==> config.mk <==
export PLATFORM = sky130hd
export DESIGN_NAME = rtc_access_arbiter
export DESIGN_NICKNAME = d
export VERILOG_FILES = /design/src/rtl/rtc_pkg.sv /design/src/rtl/rtc_watchdog_counter.sv /design/src/rtl/rtc_access_arbiter.sv
export SDC_FILE = /design/constraint.sdc
export NUM_CORES = 1
export LEC_CHECK = 0
export ABC_AREA = 1
export ABC_CLOCK_PERIOD_IN_PS = 1520
export CAP_MARGIN = 40
export CELL_PAD_IN_SITES_DETAIL_PLACEMENT = 1
export CELL_PAD_IN_SITES_GLOBAL_PLACEMENT = 2
export CORE_UTILIZATION = 23
export DETAILED_ROUTE_END_ITERATION = 8
export GPL_TIMING_DRIVEN = 0
export PLACE_DENSITY_LB_ADDON = 0.3
export SYNTH_ARGS = -nofsm -noshare
export SYNTH_HDL_FRONTEND = slang
export SYNTH_HIERARCHICAL = 1
export SYNTH_SLANG_ARGS = --single-unit
export TNS_END_PERCENT = 1
==> constraint.sdc <==
create_clock -name clk -period 1.52 [get_ports clk]
set_input_delay 0.456 -clock clk [delete_from_list [all_inputs] [get_ports clk]]
set_output_delay 0.456 -clock clk [all_outputs]
set_load 0.02 [all_outputs]
==> src/rtl/rtc_pkg.sv <==
// Shared definitions for the RTC access arbiter: FSM encoding, requester indices,
// RTC register map and per-slot field extraction helpers.
package rtc_pkg;

    typedef enum logic [1:0] {
        StIdle = 2'd0,
        StBusy = 2'd1,
        StDone = 2'd2
    } rtc_state_e;

    localparam int unsigned NUM_REQ = 3;

    localparam logic [1:0] REQ_INIT   = 2'd0;
    localparam logic [1:0] REQ_CONF   = 2'd1;
    localparam logic [1:0] REQ_READ   = 2'd2;
    localparam logic [1:0] OWNER_NONE = 2'd3;

    // Time/date registers
    localparam logic [7:0] ADDR_SEG     = 8'h21;
    localparam logic [7:0] ADDR_MIN     = 8'h22;
    localparam logic [7:0] ADDR_HORA    = 8'h23;
    localparam logic [7:0] ADDR_DIA     = 8'h24;
    localparam logic [7:0] ADDR_MES     = 8'h25;
    localparam logic [7:0] ADDR_ANIO    = 8'h26;
    localparam logic [7:0] ADDR_DIA_SEM = 8'h27;

    // Timer registers
    localparam logic [7:0] ADDR_T_SEG  = 8'h41;
    localparam logic [7:0] ADDR_T_MIN  = 8'h42;
    localparam logic [7:0] ADDR_T_HORA = 8'h43;

    // Command and control registers
    localparam logic [7:0] CMD_XFER_TIME  = 8'hF0;
    localparam logic [7:0] CMD_XFER_TIMER = 8'hF1;
    localparam logic [7:0] CMD_XFER_ALL   = 8'hF2;
    localparam logic [7:0] CTRL_STATUS    = 8'h02;
    localparam logic [7:0] CTRL_INIT      = 8'h10;

    typedef struct packed {
        logic       w_r;
        logic       last;
        logic [7:0] addr;
        logic [7:0] dato;
    } rtc_txn_t;

    function automatic rtc_txn_t slot_txn(
        input logic [1:0]           idx,
        input logic [NUM_REQ-1:0]   w_r,
        input logic [NUM_REQ-1:0]   last,
        input logic [8*NUM_REQ-1:0] addr,
        input logic [8*NUM_REQ-1:0] dato
    );
        rtc_txn_t t;
        t = '0;
        case (idx)
            REQ_INIT: t = '{w_r: w_r[0], last: last[0], addr: addr[7:0],   dato: dato[7:0]};
            REQ_CONF: t = '{w_r: w_r[1], last: last[1], addr: addr[15:8],  dato: dato[15:8]};
            REQ_READ: t = '{w_r: w_r[2], last: last[2], addr: addr[23:16], dato: dato[23:16]};
            default:  t = '0;
        endcase
        return t;
    endfunction

    function automatic logic req_of(input logic [1:0] idx, input logic [NUM_REQ-1:0] req);
        logic r;
        case (idx)
            REQ_INIT: r = req[0];
            REQ_CONF: r = req[1];
            REQ_READ: r = req[2];
            default:  r = 1'b0;
        endcase
        return r;
    endfunction

    // OWNER_NONE maps to all-zero so a stray pulse can never reach a requester.
    function automatic logic [NUM_REQ-1:0] owner_onehot(input logic [1:0] idx);
        logic [NUM_REQ-1:0] oh;
        case (idx)
            REQ_INIT: oh = 3'b001;
            REQ_CONF: oh = 3'b010;
            REQ_READ: oh = 3'b100;
            default:  oh = 3'b000;
        endcase
        return oh;
    endfunction

endpackage

==> src/rtl/rtc_watchdog_counter.sv <==
// Transaction watchdog: counts enabled cycles and flags when the limit is reached.
module rtc_watchdog_counter #(
    parameter int unsigned   TW    = 16,
    parameter logic [TW-1:0] LIMIT = '1
) (
    input  logic clk,
    input  logic reset,
    input  logic clear,
    input  logic enable,
    output logic expire
);

    logic [TW-1:0] count_q;

    always_ff @(posedge clk or negedge reset) begin
        if (!reset) begin
            count_q <= '0;
        end else if (clear) begin
            count_q <= '0;
        end else if (enable && !expire) begin
            count_q <= count_q + TW'(1);
        end
    end

    assign expire = enable && (count_q == LIMIT);

endmodule

==> src/rtl/rtc_access_arbiter.sv <==
// Arbitrates the single RTC transaction engine between init, config-write and read-scan
// requesters, with burst ownership lock and a done-flag watchdog.
module rtc_access_arbiter
    import rtc_pkg::*;
#(
    parameter logic [15:0] TIMEOUT_CYCLES = 16'd50000,
    parameter int unsigned TW             = 16
) (
    input  logic        clk,
    input  logic        reset,
    input  logic [2:0]  in_req,
    input  logic [2:0]  in_w_r,
    input  logic [2:0]  in_last,
    input  logic [23:0] in_addr,
    input  logic [23:0] in_dato,
    input  logic        in_flag_done,
    input  logic [7:0]  in_dato_leido,
    output logic        out_en_funcion_rtc,
    output logic        out_funcion_w_r,
    output logic [7:0]  out_addr_ram_rtc,
    output logic [7:0]  out_dato_inicio,
    output logic [2:0]  out_ack,
    output logic [2:0]  out_err,
    output logic [7:0]  out_dato_rd,
    output logic [1:0]  out_owner
);

    // Expire on the last BUSY cycle so err lands TIMEOUT_CYCLES cycles after en rose.
    localparam logic [TW-1:0] WdLimit = TW'(TIMEOUT_CYCLES - 16'd1);

    rtc_state_e state_q;
    logic       lock_q;
    logic [1:0] owner_q;
    rtc_txn_t   txn_q;
    logic       en_q;
    logic [2:0] ack_q;
    logic [2:0] err_q;
    logic [7:0] dato_rd_q;

    logic       owner_req;
    logic       keep_lock;
    logic       grant_valid;
    logic [1:0] grant_idx;
    rtc_txn_t   grant_txn;
    logic       hold_lock;
    logic       wd_clear;
    logic       wd_enable;
    logic       wd_expire;

    always_comb begin
        owner_req   = req_of(owner_q, in_req);
        keep_lock   = lock_q && owner_req;
        grant_valid = 1'b1;
        grant_idx   = OWNER_NONE;
        if (keep_lock) begin
            grant_idx = owner_q;
        end else if (in_req[REQ_INIT]) begin
            grant_idx = REQ_INIT;
        end else if (in_req[REQ_CONF]) begin
            grant_idx = REQ_CONF;
        end else if (in_req[REQ_READ]) begin
            grant_idx = REQ_READ;
        end else begin
            grant_valid = 1'b0;
        end
        grant_txn = slot_txn(grant_idx, in_w_r, in_last, in_addr, in_dato);
        hold_lock = !txn_q.last && !(|err_q);
    end

    assign wd_enable = (state_q == StBusy);
    assign wd_clear  = (state_q != StBusy);

    rtc_watchdog_counter #(
        .TW    (TW),
        .LIMIT (WdLimit)
    ) u_watchdog (
        .clk    (clk),
        .reset  (reset),
        .clear  (wd_clear),
        .enable (wd_enable),
        .expire (wd_expire)
    );

    always_ff @(posedge clk or negedge reset) begin
        if (!reset) begin
            state_q   <= StIdle;
            lock_q    <= 1'b0;
            owner_q   <= OWNER_NONE;
            txn_q     <= '0;
            en_q      <= 1'b0;
            ack_q     <= '0;
            err_q     <= '0;
            dato_rd_q <= '0;
        end else begin
            ack_q <= '0;
            err_q <= '0;
            case (state_q)
                StIdle: begin
                    // Lock survives only while its owner keeps requesting.
                    lock_q <= keep_lock;
                    if (grant_valid) begin
                        txn_q   <= grant_txn;
                        owner_q <= grant_idx;
                        en_q    <= 1'b1;
                        state_q <= StBusy;
                    end else begin
                        owner_q <= OWNER_NONE;
                        en_q    <= 1'b0;
                    end
                end
                StBusy: begin
                    if (in_flag_done) begin
                        if (!txn_q.w_r) begin
                            dato_rd_q <= in_dato_leido;
                        end
                        ack_q   <= owner_onehot(owner_q);
                        en_q    <= 1'b0;
                        state_q <= StDone;
                    end else if (wd_expire) begin
                        err_q   <= owner_onehot(owner_q);
                        lock_q  <= 1'b0;
                        en_q    <= 1'b0;
                        state_q <= StDone;
                    end
                end
                StDone: begin
                    lock_q <= hold_lock;
                    if (!hold_lock) begin
                        owner_q <= OWNER_NONE;
                    end
                    en_q    <= 1'b0;
                    state_q <= StIdle;
                end
                default: begin
                    en_q    <= 1'b0;
                    state_q <= StIdle;
                end
            endcase
        end
    end

    assign out_en_funcion_rtc = en_q;
    assign out_funcion_w_r    = txn_q.w_r;
    assign out_addr_ram_rtc   = txn_q.addr;
    assign out_dato_inicio    = txn_q.dato;
    assign out_ack            = ack_q;
    assign out_err            = err_q;
    assign out_dato_rd        = dato_rd_q;
    assign out_owner          = owner_q;

    assert property (@(posedge clk) disable iff (!reset) !((|out_ack) && (|out_err)));
    assert property (@(posedge clk) disable iff (!reset) $onehot0(out_ack));
    assert property (@(posedge clk) disable iff (!reset) $onehot0(out_err));

endmodule

==> results of run 1 <==
## area by class of cell
class,instances,area (um2),area share (%)
plain buffers,29,267,5.33
clock buffers,5,125,2.50
clock inverters,3,25.0,0.501
inverters,27,109,2.18
multi-input cells,325,1760,35.2
flip-flops and latches,54,1360,27.1
well taps,180,225,4.50
repair buffers,118,1130,22.6
## worst paths after layout
path | from | endpoint | slack (ps) | depth (start not counted)
worst max-delay path | out_owner[0] | txn_q[16] | -300 | 10
worst max register to register | out_owner[0] | txn_q[16] | -300 | 10
worst min-delay path | reset | out_addr_ram_rtc[0] | 180 | 1
min in group clk | out_dato_inicio[6] | out_dato_inicio[6] | 480 | 2
worst min register to register | out_dato_inicio[6] | out_dato_inicio[6] | 480 | 2
max in group asynchronous | reset | out_dato_rd[7] | 730 | 2
## state kept, by name, summed over array words and instances, names as in the netlist
signal	flops
out_err	3
u_watchdog/count_q	16
out_ack	3
txn_q	1
out_dato_rd	8
state_q	2
out_owner	2
out_en_funcion_rtc	1
lock_q	1
out_dato_inicio	8
out_addr_ram_rtc	8
out_funcion_w_r	1
## repair_timing
action / in CTS / in global routing
resized for setup: 101 / 18
setup endpoints to repair: 85 / 51
pin swaps: 7 / 4
setup buffers: 14 / 2
endpoints found under the hold margin: 0 / 0
## logic make-up after synthesis
group / after synthesis
flops: 54
simple gates: 291
xor+xnor: 6
fa+ha+maj: 5
compound gates: 14
mux: 9
buf+inv: 57
## power groups by stage
stage                     clock network (mW)  logic, mW  registers [mW]
after floorplan                            0       2.14            2.37
after global placement                     0       3.83            2.22
after detailed placement                   0       3.90            2.24
after CTS                               1.27       4.20            2.21
after global routing                    1.32       4.76            2.27
final                                   1.21       4.37            2.21
## synth_stat cells, drive strengths merged
| library cell | number |
|---|---|
| a21oi | 2 |
| buf | 28 |
| clkbuf | 2 |
| dfrtp | 52 |
| dfstp | 2 |
| ha | 5 |
| inv | 27 |
| mux2 | 9 |
| nand2 | 146 |
| nand3 | 90 |
| nand4 | 11 |
| nor2 | 40 |
| nor3 | 2 |
| nor4 | 1 |
| o21ai | 7 |
| o21bai | 3 |
| o22ai | 2 |
| or2 | 1 |
| xor2 | 6 |
## layer usage
layer	GRT usage (%)	up-vias	routed length (um)
met1	22.8	1620	5540
met3	2.58	6	595
met5	0	-	0
li1	-	1659	-
met4	4.63	0	123
met2	27.3	82	5480
## metrics by stage
step	instance area, um2	std cells
finish	5000	741
detailed placement	4520	718
CTS	4890	739
global placement	4510	717
floorplan	3270	436
global route	5000	741
## placed cells by master, fill, tap and decap left out, types with 2 or more instances in the layout
cell type / Yosys / layout
nand2_1: 134 / 129
nand3_1: 89 / 84
clkdlybuf4s50_1: 0 / 63
dfrtp_1: 52 / 51
buf_4: 16 / 45
nor2_1: 40 / 36
inv_1: 24 / 21
dlygate4sd2_1: 0 / 17
nand4_1: 11 / 11
nand2_2: 11 / 9
buf_6: 1 / 9
mux2_2: 9 / 9
o21ai_0: 6 / 6
buf_12: 1 / 6
xor2_1: 6 / 6
nand2_4: 1 / 5
clkbuf_16: 0 / 5
inv_2: 2 / 4
nor2_2: 0 / 4
nand3_4: 0 / 3
nand2_8: 0 / 3
nand3_2: 1 / 3
ha_1: 5 / 3
o21bai_1: 3 / 3
buf_8: 0 / 2
ha_4: 0 / 2
inv_6: 1 / 2
buf_2: 10 / 2
dfstp_2: 2 / 2
clkbuf_2: 0 / 2
==> results.tsv, run 1 <==
stage	metric	value	unit
cells_and_area	layout cell share with drive strength beyond 1	22.5	%
drt	drt wl/cell	15.8	um
die	Initial Util	23.6	%
drt	vias	3367	
pwr	Design Power	7.80	mW
yosys	most area-hungry cell type in the Yosys netlist	dfrtp_1	
placed_design	GP Congestion	0.779	
drt	antenna violation net count after detailed routing	0	
clocking	Inserted Clock Buffers	5	
yosys	YS warnings	6	
sta	setup TNS	-7120	ps
sta	fmax	551	MHz
pwr	Peak supply drop	0.000513	V
drt	total wire length	11700	um
setup_path	Crit. End Element	register	
clocking	Clock Path Buffers	2	
drt	Pre-Repair DR Iteration Count	4	
placed_design	detailed placer's ending HPWL	8700	um
clocking	H-tree depth	2	
die	total core area	13800	um2
sta	Hold WS	183	ps
die	Chip Width	121	um
drt	Vias per Instance	4.54	
pwr	Leakage	2.34	nW
cells_and_area	Nets	633	
placed_design	port bufs	101	
yosys	Post-Synth Simple-Gate Area	39.3	%
clocking	CTS sink cnt	54	
clocking	Reg clk slew, reported paths	70	ps
setup_path	Req. time, crit path	1720	ps
yosys	flops & latches, synth	54	
setup_path	Crit path buffers/inverters	3	
pwr	sequential share of power	28.4	%
setup_path	Worst setup SP type	register	
yosys	largest family of logic cells by synthesized area	simple AND/OR/NAND/NOR gates	
min_path	HP Class	in -> async	
yosys	syn_nets	509	
yosys	top cells by area, synth	dfrtp_1 (40%), nand2_1 (15%), nand3_1 (14%)	
sta	Slew Limit Fails	0	
die	Ports	102	
die	Die ar.	14600	um2
sta	final setup violation count	38	
sta	final hold vios	0	
placed_design	dpl ws	-962	ps
yosys	Synth top area share	40.0	%
pwr	P_sw	3.31	mW
status	status	finished, violations left	
yosys	Post-Synth XOR/XNOR Area	1.61	%
sta	Slew @ Worst Pin	703	ps
yosys	Distinct cells, synth	28	
status	failing checks	setup timing	
sta	min cycle time layout	1820	ps
cells_and_area	Final Core Density	36.2	%
clocking	cts hold-fix bufs	0	
pwr	Power per Cell Area	1560	nW/um2
sta	worst setup margin	-295	ps
pwr	Comb pwr share	56.1	%
yosys	Synth Instances	436	
grt	gr ovfl total	0	
yosys	mux cell area share after synthesis	3.11	%
setup_path	CP cell instances	inv_2, nand3_1, nand3_4, nand2_8, nand2_8, o21ai_4, inv_4, buf_6, nand2_1, nand2_1	
clocking	CTS tree	built	
die	row count	43	
setup_path	crit-path max cell delay	590	ps
setup_path	WP data arrival	2010	ps
drt	# DRC	0	
sta	Worst Skew	9.74	ps
job	Max-cap violations	0	
sta	RSZ-0062 raised after global routing	yes	
cells_and_area	Antenna Cells	0	
drt	DRT iter0 DRCs	199	
die	die height	121	um
yosys	Synth Area in Adders	1.92	%
cells_and_area	Layout area overhead	53.5	%
pwr	Clk pwr share	15.6	%
cells_and_area	Fill cells	1679	
yosys	synthesized cell area	3260	um2
grt	initial antenna violation count	0	
yosys	Synth Area in Compound Gates	2.80	%
setup_path	crit path max fanout	10	
yosys	Syn Area/Cell	7.47	um2
sta	Final Cycle Share	119	%
setup_path	critical path's top delay family	simple AND/OR/NAND/NOR gates	
grt	first-pass GRT wire length	18700	um
grt	GRT Resource Usage Total	16.7	%
pwr	internal power	4.49	mW
clocking	Root Driver	clkbuf_16	
grt	largest net degree at the start of global routing	29	
setup_path	Setup Crit Path Kind	reg -> reg	
grt	vias in the first global route	3480	
yosys	register area share after synthesis	41.6	%
setup_path	Slowest cell on crit path	dfstp_2	
clocking	Worst-Skew Late Latency	310	ps
pwr	switch share	42.4	%
sta	Slew headroom	53.1	%
No activity file was read; power rests on OpenSTA's default activity.
==> run 2, diff against run 1 <==
--- a/config.mk
+++ b/config.mk
@@ -11,6 +11,7 @@
 export CELL_PAD_IN_SITES_DETAIL_PLACEMENT = 1
 export CELL_PAD_IN_SITES_GLOBAL_PLACEMENT = 2
 export CORE_UTILIZATION = 23
+export CTS_CLUSTER_DIAMETER = 150
 export DETAILED_ROUTE_END_ITERATION = 8
 export GPL_TIMING_DRIVEN = 0
 export PLACE_DENSITY_LB_ADDON = 0.3
==> results of run 2 <==
Same layout as run 1: the final DEF is identical, and so are final timing and power.
